===== src/rtl/pipe_scaler.sv =====
// -----------------------------------------------------------------------------
// pipe_scaler
//
// Multi-channel scaling pipeline with valid/ready flow control on both sides.
// Each accepted beat carries NCH data words plus one unsigned coefficient.
// Words that are all-zeros or all-ones are marker words and pass through
// untouched. Every other word is multiplied by the coefficient. The result
// travels through a DEPTH-stage elastic pipeline that absorbs backpressure
// without dropping or duplicating beats.
//
// Optional feature macro: PIPE_SCALER_SAT_EN
//   defined     : products above 2^DW-1 clamp to all-ones and raise o_sat
//   not defined : products wrap to their low DW bits; o_sat is tied to 0 and
//                 no overflow compare logic exists
//
// Parameters
//   NCH    number of channels (>=1)
//   DW     data word width per channel (>=2)
//   CW     coefficient width (>=1)
//   DEPTH  pipeline stages = latency and capacity in beats (>=1)
//
// Ports
//   clk      in   clock, all logic on the rising edge
//   rst      in   synchronous active-high reset
//   i_valid  in   upstream beat valid
//   o_ready  out  block can accept a beat this cycle
//   i_cf     in   coefficient [CW], sampled with the beat
//   i_data   in   channel words [NCH*DW], channel c at [c*DW +: DW]
//   o_valid  out  output beat valid
//   i_ready  in   downstream accepts the output beat
//   o_data   out  scaled words [NCH*DW], same packing as i_data
//   o_sat    out  per-channel saturation flags [NCH], aligned with o_data
// -----------------------------------------------------------------------------
module pipe_scaler #(
   parameter int NCH   = 2,
   parameter int DW    = 16,
   parameter int CW    = 2,
   parameter int DEPTH = 2
) (
   input  logic                clk,
   input  logic                rst,
   input  logic                i_valid,
   output logic                o_ready,
   input  logic [CW-1:0]       i_cf,
   input  logic [NCH*DW-1:0]   i_data,
   output logic                o_valid,
   input  logic                i_ready,
   output logic [NCH*DW-1:0]   o_data,
   output logic [NCH-1:0]      o_sat
);

   // ---------------------------------------------------------------------------
   // Per-channel scaling, evaluated combinationally on the incoming beat
   // ---------------------------------------------------------------------------
   logic [NCH*DW-1:0] scaled;
`ifdef PIPE_SCALER_SAT_EN
   logic [NCH-1:0]    scaled_sat;
`endif

   for (genvar c = 0; c < NCH; c++) begin : g_ch
      logic [DW-1:0] word;
      logic          marker;

      assign word   = i_data[c*DW +: DW];
      assign marker = (word == '0) || (word == '1);

`ifdef PIPE_SCALER_SAT_EN
      // Full-width product; any bit above the word width means overflow.
      logic [DW+CW-1:0] prod;
      logic             ovf;

      assign prod = {{CW{1'b0}}, word} * {{DW{1'b0}}, i_cf};
      assign ovf  = |prod[DW+CW-1:DW];

      assign scaled[c*DW +: DW] = marker ? word :
                                  ovf    ? {DW{1'b1}} : prod[DW-1:0];
      assign scaled_sat[c]      = !marker && ovf;
`else
      // Only the low DW bits survive, so the product is formed at DW width.
      logic [DW-1:0] prod_lo;

      assign prod_lo            = word * DW'(i_cf);
      assign scaled[c*DW +: DW] = marker ? word : prod_lo;
`endif
   end

   // ---------------------------------------------------------------------------
   // Elastic pipeline
   //
   // Stage k may load whenever some stage at or after k has room, or the
   // output is being taken. Evaluating that directly from the valid bits keeps
   // the ready path a flat AND/OR instead of a ripple through the stages.
   // ---------------------------------------------------------------------------
   logic [DEPTH-1:0]  st_valid;
   logic [NCH*DW-1:0] st_data [DEPTH];
`ifdef PIPE_SCALER_SAT_EN
   logic [NCH-1:0]    st_sat  [DEPTH];
`endif

   logic              adv       [DEPTH];
   logic              src_valid [DEPTH];
   logic [NCH*DW-1:0] src_data  [DEPTH];
`ifdef PIPE_SCALER_SAT_EN
   logic [NCH-1:0]    src_sat   [DEPTH];
`endif

   for (genvar k = 0; k < DEPTH; k++) begin : g_stage
      assign adv[k] = i_ready || !(&st_valid[DEPTH-1:k]);

      if (k == 0) begin : g_head
         assign src_valid[k] = i_valid;
         assign src_data[k]  = scaled;
`ifdef PIPE_SCALER_SAT_EN
         assign src_sat[k]   = scaled_sat;
`endif
      end else begin : g_body
         assign src_valid[k] = st_valid[k-1];
         assign src_data[k]  = st_data[k-1];
`ifdef PIPE_SCALER_SAT_EN
         assign src_sat[k]   = st_sat[k-1];
`endif
      end
   end

   always_ff @(posedge clk) begin
      if (rst) begin
         st_valid <= '0;
         for (int k = 0; k < DEPTH; k++) begin
            st_data[k] <= '0;
`ifdef PIPE_SCALER_SAT_EN
            st_sat[k]  <= '0;
`endif
         end
      end else begin
         for (int k = 0; k < DEPTH; k++) begin
            if (adv[k]) begin
               st_valid[k] <= src_valid[k];
               // Payload only moves with a real beat, so bubbles leave the
               // last held value in place rather than toggling the datapath.
               if (src_valid[k]) begin
                  st_data[k] <= src_data[k];
`ifdef PIPE_SCALER_SAT_EN
                  st_sat[k]  <= src_sat[k];
`endif
               end
            end
         end
      end
   end

   // ---------------------------------------------------------------------------
   // Outputs
   // ---------------------------------------------------------------------------
   assign o_ready = adv[0];
   assign o_valid = st_valid[DEPTH-1];
   assign o_data  = st_data[DEPTH-1];
`ifdef PIPE_SCALER_SAT_EN
   assign o_sat   = st_sat[DEPTH-1];
`else
   assign o_sat   = '0;
`endif

endmodule

===== config.mk =====
export PLATFORM = sky130hd
export DESIGN_NAME = pipe_scaler
export DESIGN_NICKNAME = d
export VERILOG_FILES = /design/src/rtl/pipe_scaler.sv
export SDC_FILE = /design/constraint.sdc
export NUM_CORES = 1
export LEC_CHECK = 0
export ABC_CLOCK_PERIOD_IN_PS = 5500
export BUFFER_PORTS_ARGS = -buffer_cell sky130_fd_sc_hd__buf_2
export CORE_MARGIN = 10
export CORE_UTILIZATION = 50
export CTS_CLUSTER_DIAMETER = 60
export DETAILED_ROUTE_END_ITERATION = 12
export GPL_TIMING_DRIVEN = 0
export PLACE_DENSITY = 0.79
export SKIP_CTS_REPAIR_TIMING = 1
export SYNTH_ARGS = -nofsm -noshare
export SYNTH_HDL_FRONTEND = slang
export SYNTH_SLANG_ARGS = --single-unit

===== constraint.sdc =====
create_clock -name clk -period 5.5 [get_ports clk]
set_input_delay 0.825 -clock clk [delete_from_list [all_inputs] [get_ports clk]]
set_output_delay 0.825 -clock clk [all_outputs]
set_load 0.1 [all_outputs]

Word level (Yosys, flattened, before mapping)

Memory sizes are Yosys's and may differ from the RTL's.
Index checks and enable logic that the tools add are counted.

Eq/ne operators: 2
Multiplexer cells: 14
Div/mod/pow operators: 0
$mul: 2
Bitwise logic cells: 2
Reduce and logical (&&, ||, !) cells: 9
Add/sub/neg operators: 0
Shifts and indexed selects: 0
$lt $le $gt $ge: 0

Operators by type and width:

| cell                                  | count |
|---|---|
| two-way mux 32 bit                    | 2 |
| == test 16 bit, second input constant | 2 |
| zero test 16 bit                      | 2 |
| multiplier 16 x 2 -> 16 bit           | 2 |
| two-way mux 16 bit                    | 2 |
| two-way mux 1 bit                     | 10 |
| logical OR 1 bit                      | 4 |
| zero test 1 bit                       | 2 |
| OR 1 bit                              | 2 |
| AND reduction 2 bit                   | 1 |

Output and inout bits: 36
Latch bits: 0
Memories: 1
Logic and storage cells: 32
Memory bits (writable): 64
Register bits: 2
Input bits: 38
ROM bits: 0

Memory list:

| memory  | depth | bits a word | rd ports | clocked after memory_dff | write ports | line | text |
|---|---|---|---|---|---|---|---|
| st_data | 2     | 32          | 2        | 0                        | 2           | 95   | `logic [NCH*DW-1:0] st_data [DEPTH];` |

Depth between registers and ports, before layout

Gate-level depths: netlist (run 1).

Depth after elaboration: 7
Gate-level depth with buffers: 13
Depth with buffers taken out: 11

Least setup slack after synthesis (run 1)

Ideal clock, no wire load.

Kind: input -> register
Start: input port i_cf[1]
End: memory st_data[0][27] (netlist name), data pin
Path slack: 2.247 ns
Arrival: 2.983 ns
Path buffers: 2
Setup time: 0.270 ns
Required time: 5.230 ns
Stages on the path: 13
Cells stage by stage: clkbuf_1 -> clkbuf_1 -> and2_1 -> ha_1 -> inv_1 -> fa_1 -> nand2b_1 -> a21oi_1 -> nor2_1 -> o21ai_0 -> a221o_1 -> xnor2_1 -> a21oi_1

RTL lines:

| element            | line | text |
|---|---|---|
| start: declaration | 44   | `input logic [CW-1:0] i_cf,` |
| end: declaration   | 95   |  |

==> out/metrics.cfg, run 1 <==
[power_and_ir_drop]
vdd_drop_max_uv=112
p_per_area_nw_per_um2=271
p_leak_nw=2.21

[route]
drt_iter0_drc=132
drtPass1Iterations=4
wl_per_cell_um=15.0
vias=3249
ant_nets=0
wl_um=9240
vias_per_cell=5.29
route.detailed.drc=0

[placement]
io_buffer_count=71
dpl.hpwl_um=7450
dpl_worst_slack_ps=1520
placedCellCount=598
gp_congestion=0.900
placed_cell_area_um2=4850

[clock_tree]
max-clock-path-buffers=2
htreeDepth=3
cts_sinks=66
path_clk_slew_ps=70
numCtsBuffers=9
cts_root_buf=clkbuf_8
cts_tree=built
clk_latency_ps=340

[worst_setup_path]
cp-endpoint=st_data[0][31]$_SDFFCE_PN0P_
rr_endpoint=st_data[0][13]$_SDFFCE_PN0P_
critPathCaptureType=flip-flop
crit_required_ps=5660
startpoint=i_cf[1]
crit_path_start_kind=primary input
rr_startpoint=st_valid[1]$_SDFFE_PP0N_
worstRegToRegCells=6
path_class=in2reg
cp_max_fo=10
cp.arrival_ps=3870
reg2reg_setup_slack_ps=3440

[timing]
layout_min_cycle_time_ps=3710
setup_viol=0
setup_tns_ps=0
max_freq_ghz=0.270
hold_viol=0
tightest_slew_ps=1150
slew_headroom_pct=23.2
setup_slack_ps=1790
maxSlewViolCount=0
rsz0062_at_grt=false
post-route-period-util_pct=67.4
finalClockSkew_ps=5.79

[synth]
ys_ff_latch=66
yosysTopAreaCellShare_pct=44.4
synth_warnings=0
synth.distinct_cells=49
synth_area_leaders=edfxtp_1, and2_1, ha_1
netlist_area_um2=4330
yosys.area.top_type=edfxtp_1
avgSynthCellArea_um2=10.3
seq_area_frac_synth_pct=45.4
synth_ff_type=edfxtp_1
synth-edff-count=64
syn_inst=420
synthArstFlopShare_pct=0

[finish]
finalNonFillerCells=614
areaGrowthSynthToFinish_pct=16.5
final_common_cell=and2_1
design_area_um2=5040
post-route-util_pct=60.7
antenna_cells=0
drive_gt1_share_pct=19.1
fin_nets=572
final_cell_mix=and2_1, buf_2, edfxtp_1, a21oi_1, ha_1

[run]
drv_cap=0

[global_route]
first_global_vias=3206
grt_use_total_pct=14.5
grt_overflow=0
grt_start_max_net_pins=33
grt_pass1_wl_um=15400
antenna_found_initial=0

[floorplan]
io_pins=74
die_area_um2=12800
core.rowCount=33
die_h_um=113
start_util_pct=52.1
fp.dieW_um=113
fp.coreArea_um2=8300

[hold_path]
hold_path.class=reg2reg

[status]
status=finished clean

[metrics by stage]
| stage | power (mW) | hold WS, ps |
|---|---|---|
| 2_1_floorplan | 0.913 | 478 |
| 3_3_place_gp | 0.985 | 489 |
| 3_5_place_dp | 0.997 | 505 |
| 4_1_cts | 1.37 | 519 |
| 5_1_grt | 1.43 | 542 |
| 6_report | 1.37 | 517 |
[cell type report]
type / count / area, µm²
multi-input combinational: 321 / 2240
timing repair buffer: 72 / 383
sequential: 66 / 1960
clock inverter: 7 / 70.1
inverter: 16 / 60.1
buffer: 18 / 75.1
fill: 688 / 3260
tap: 105 / 131
clock buffer: 9 / 124
[synth_stat cells, drive strengths merged, types with 3 or more instances]
cell and n:
and2 86, o21ai 13, nand2b 9, nor4 9, inv 16, nand2 16
xnor2 10, or3 3, xor2 13, o31ai 3, a21oi 38, clkbuf 16
nor2 21, nand3 4, edfxtp 64, nor3 6, nand4 10, a21o 11
nor2b 5, o21bai 3, ha 28, a211oi 3
[logic make-up after synthesis]
| family | after synthesis | share of synthesized area, % |
|---|---|---|
| other | 1 | 0.0867 |
| multiplexers | 1 | 0.231 |
| adder cells (fa/ha/maj) | 30 | 9.03 |
| AND/OR/NAND/NOR | 175 | 23.3 |
| flip-flops | 66 | 45.4 |
| buffers and inverters | 34 | 3.12 |
| AO/OA/AOI/OAI | 90 | 14.2 |
| XOR/XNOR | 23 | 4.66 |
[power by group]
group / internal, mW / switching (mW) / leakage [nW] / total (mW)
Combinational: 0.100 / 0.276 / 1.41 / 0.376
Clock: 0.207 / 0.175 / 0.0889 / 0.382
Sequential: 0.600 / 0.00905 / 0.707 / 0.609
Total: 0.907 / 0.461 / 2.21 / 1.37
[per-layer routing]
metal  up-vias  share of wire (%)  global-route usage, %
met5         -                  0                      0
met4         0                1.4                   5.08
li1       1678                  -                      -
met3         9                6.0                   3.49
met1      1481                 47                   18.7
met2        81                 45                   23.1
[state kept, by name, indices dropped and copies added, names as in the netlist]
signal / flops
st_valid: 2
st_data: 64
[worst min-delay path by stage]
stage	from	end	slack [ps]	cells after the start
CTS	st_data[0][23]$_SDFFCE_PN0P_	st_data[0][55]$_SDFFCE_PN0P_	520	1
finish	st_data[0][23]$_SDFFCE_PN0P_	st_data[0][55]$_SDFFCE_PN0P_	520	1
global route	st_data[0][23]$_SDFFCE_PN0P_	st_data[0][55]$_SDFFCE_PN0P_	540	1
detailed placement	st_data[0][24]$_SDFFCE_PN0P_	st_data[0][56]$_SDFFCE_PN0P_	510	1
floorplan	st_valid[0]$_SDFFE_PP0N_	st_valid[1]$_SDFFE_PP0N_	480	2
global placement	st_valid[0]$_SDFFE_PP0N_	st_valid[1]$_SDFFE_PP0N_	490	2
[critical path, stage by stage]
cell and delay [ps]:
buf_2 110, clkbuf_1 320, clkbuf_1 350, and2_1 190
ha_1 160, inv_1 50, fa_1 390, nand2b_1 180
a21oi_1 190, nor2_1 80, o21ai_0 320, a221o_1 310
o221ai_1 150, a31oi_1 230
Power figures use the tool's default switching activity.
==> run 2: changes to the inputs <==
--- a/config.mk
+++ b/config.mk
@@ -5,7 +5,7 @@
 export SDC_FILE = /design/constraint.sdc
 export NUM_CORES = 1
 export LEC_CHECK = 0
-export ABC_CLOCK_PERIOD_IN_PS = 5500
+export ABC_CLOCK_PERIOD_IN_PS = 3500
 export BUFFER_PORTS_ARGS = -buffer_cell sky130_fd_sc_hd__buf_2
 export CORE_MARGIN = 10
 export CORE_UTILIZATION = 50
==> constraint.sdc (replaced) <==
create_clock -name clk -period 3.5 [get_ports clk]
set_input_delay 0.525 -clock clk [delete_from_list [all_inputs] [get_ports clk]]
set_output_delay 0.525 -clock clk [all_outputs]
set_load 0.1 [all_outputs]
==> out/metrics.cfg, run 2 (same netlist as run 1, synthesis figures left out) <==
[placement]
placed_cell_area_um2=4850  ; unchanged
gp_congestion=0.900  ; unchanged
dpl_worst_slack_ps=-180  ; -1700 ps
dpl.hpwl_um=7450  ; unchanged
io_buffer_count=71  ; unchanged
placedCellCount=598  ; unchanged

[run]
drv_cap=0  ; unchanged

[status]
status=finished clean

[floorplan]
die_h_um=113  ; unchanged
fp.dieW_um=113  ; unchanged
core.rowCount=33  ; unchanged
io_pins=74  ; unchanged
start_util_pct=52.1  ; unchanged
die_area_um2=12800  ; unchanged
fp.coreArea_um2=8300  ; unchanged

[clock_tree]
cts_root_buf=clkbuf_8
htreeDepth=3  ; unchanged
cts_sinks=66  ; unchanged
max-clock-path-buffers=2  ; unchanged
cts_tree=built
path_clk_slew_ps=70  ; about the same
clk_latency_ps=340  ; about the same
numCtsBuffers=9  ; unchanged

[route]
ant_nets=0  ; unchanged
drtPass1Iterations=5  ; +1
met2_length_um=4210  ; +0.50%
highest_layer=met4
drt_iter0_drc=119  ; -9.8%
wl_met1_um=4350  ; about the same
wl_um=9260  ; +0.27%
route.detailed.drc=0  ; unchanged
vias=3268  ; +0.58%
wl_per_cell_um=15.1  ; +0.43%
wl_met3_um=568  ; +1.8%
vias_per_cell=5.33  ; +0.75%

[global_route]
grt_start_max_net_pins=33  ; unchanged
grt_use_total_pct=14.5  ; unchanged
antenna_found_initial=0  ; unchanged
first_global_vias=3206  ; unchanged
grt_pass1_wl_um=15400  ; unchanged
grt_overflow=0  ; unchanged

[timing]
slew_headroom_pct=23.6  ; +0.34 points
maxSlewViolCount=0  ; unchanged
layout_min_cycle_time_ps=3100
hold_viol=0  ; unchanged
max_freq_ghz=0.322
tightest_slew_ps=1150  ; -5.11 ps
setup_viol=0  ; unchanged
setup_tns_ps=0  ; unchanged
post-route-period-util_pct=88.6
setup_slack_ps=398  ; -1400 ps
finalClockSkew_ps=5.56  ; -0.233 ps
rsz0062_at_grt=false
whs_ps=423  ; -94.2 ps

[worst_setup_path]
reg2reg_setup_slack_ps=1440  ; -2000 ps
crit_buf_inv=2  ; -2
cp_top_family=compound AO/OA/AOI/OAI gates
cp_max_fo=12  ; +2
crit_path_start_kind=primary input
critPathCaptureType=flip-flop
path_class=in2reg
slowest_delay_ps=480  ; +90 ps
cp.arrival_ps=3260  ; -610 ps
worst_path_max_delay_cell=fa_1
crit_required_ps=3660  ; -2000 ps
path_cells=buf_2, clkbuf_1, nand2_1, fa_1, nand2b_1, a21oi_1, nor2_1, o21ai_0, a221o_1, o221ai_1, a31oi_1

[power_and_ir_drop]
p_leak_nw=2.21  ; about the same
p_per_area_nw_per_um2=427  ; +57%
p_total_mw=2.15  ; +57%
vdd_drop_max_uv=177  ; +57%

[finish]
reg_top3=st_data (64), st_valid (2)
post-route-util_pct=60.7  ; about the same
design_area_um2=5040  ; about the same
fin_nets=571  ; -0.17%
drive_gt1_share_pct=19.3  ; +0.23 points
multi_input_area_um2=2240  ; unchanged
largest_reg_flops=64  ; unchanged
final_common_cell=and2_1
antenna_cells=0  ; unchanged
areaGrowthSynthToFinish_pct=16.5  ; about the same
finalNonFillerCells=613  ; -0.16%
largest_register=st_data
regArea_um2=1960  ; unchanged
final_cell_mix=and2_1, buf_2, edfxtp_1, a21oi_1, ha_1
fillCellCount=689  ; +0.15%

[hold_path]
hold_path.class=in2reg

==> run 2: changes by cell type in the layout (fill, tap and decap cells not counted), sizes merged <==
cell / change
clkbuf: -1
==> run 2: report_power, final <==
| part | total (mW) | switching, mW | leakage [nW] | internal, mW |
|---|---|---|---|---|
| registers | 0.957 | 0.0143 | 0.707 | 0.943 |
| clock network | 0.600 | 0.275 | 0.0889 | 0.325 |
| logic | 0.592 | 0.435 | 1.41 | 0.157 |
| total | 2.15 | 0.724 | 2.21 | 1.43 |
==> run 2: cell type report <==
cell class | instances | share of cell area [%]
repair buffers | 72 | 7.60
plain buffers | 17 | 1.44
multi-input cells | 321 | 44.4
clock buffers | 9 | 2.46
clock inverters | 7 | 1.39
well taps | 105 | 2.61
flip-flops and latches | 66 | 38.9
inverters | 16 | 1.19
==> run 2: layer usage <==
metal,vias up,track usage (%)
li1,1680,-
met1,1492,18.7
met2,87,23.1
met3,9,3.49
met4,0,5.08
met5,-,0
==> run 2: path summary, 6_finish.rpt <==
kind                                              startpoint                      endpoint  cells after the start
worst max-delay path                                 i_cf[1]  st_data[0][31]$_SDFFCE_PN0P_                     11
worst max register to register      st_valid[1]$_SDFFE_PP0N_  st_data[0][13]$_SDFFCE_PN0P_                      6
worst min register to register  st_data[0][23]$_SDFFCE_PN0P_  st_data[0][55]$_SDFFCE_PN0P_                      1
worst min-delay path                                     rst      st_valid[0]$_SDFFE_PP0N_                      2
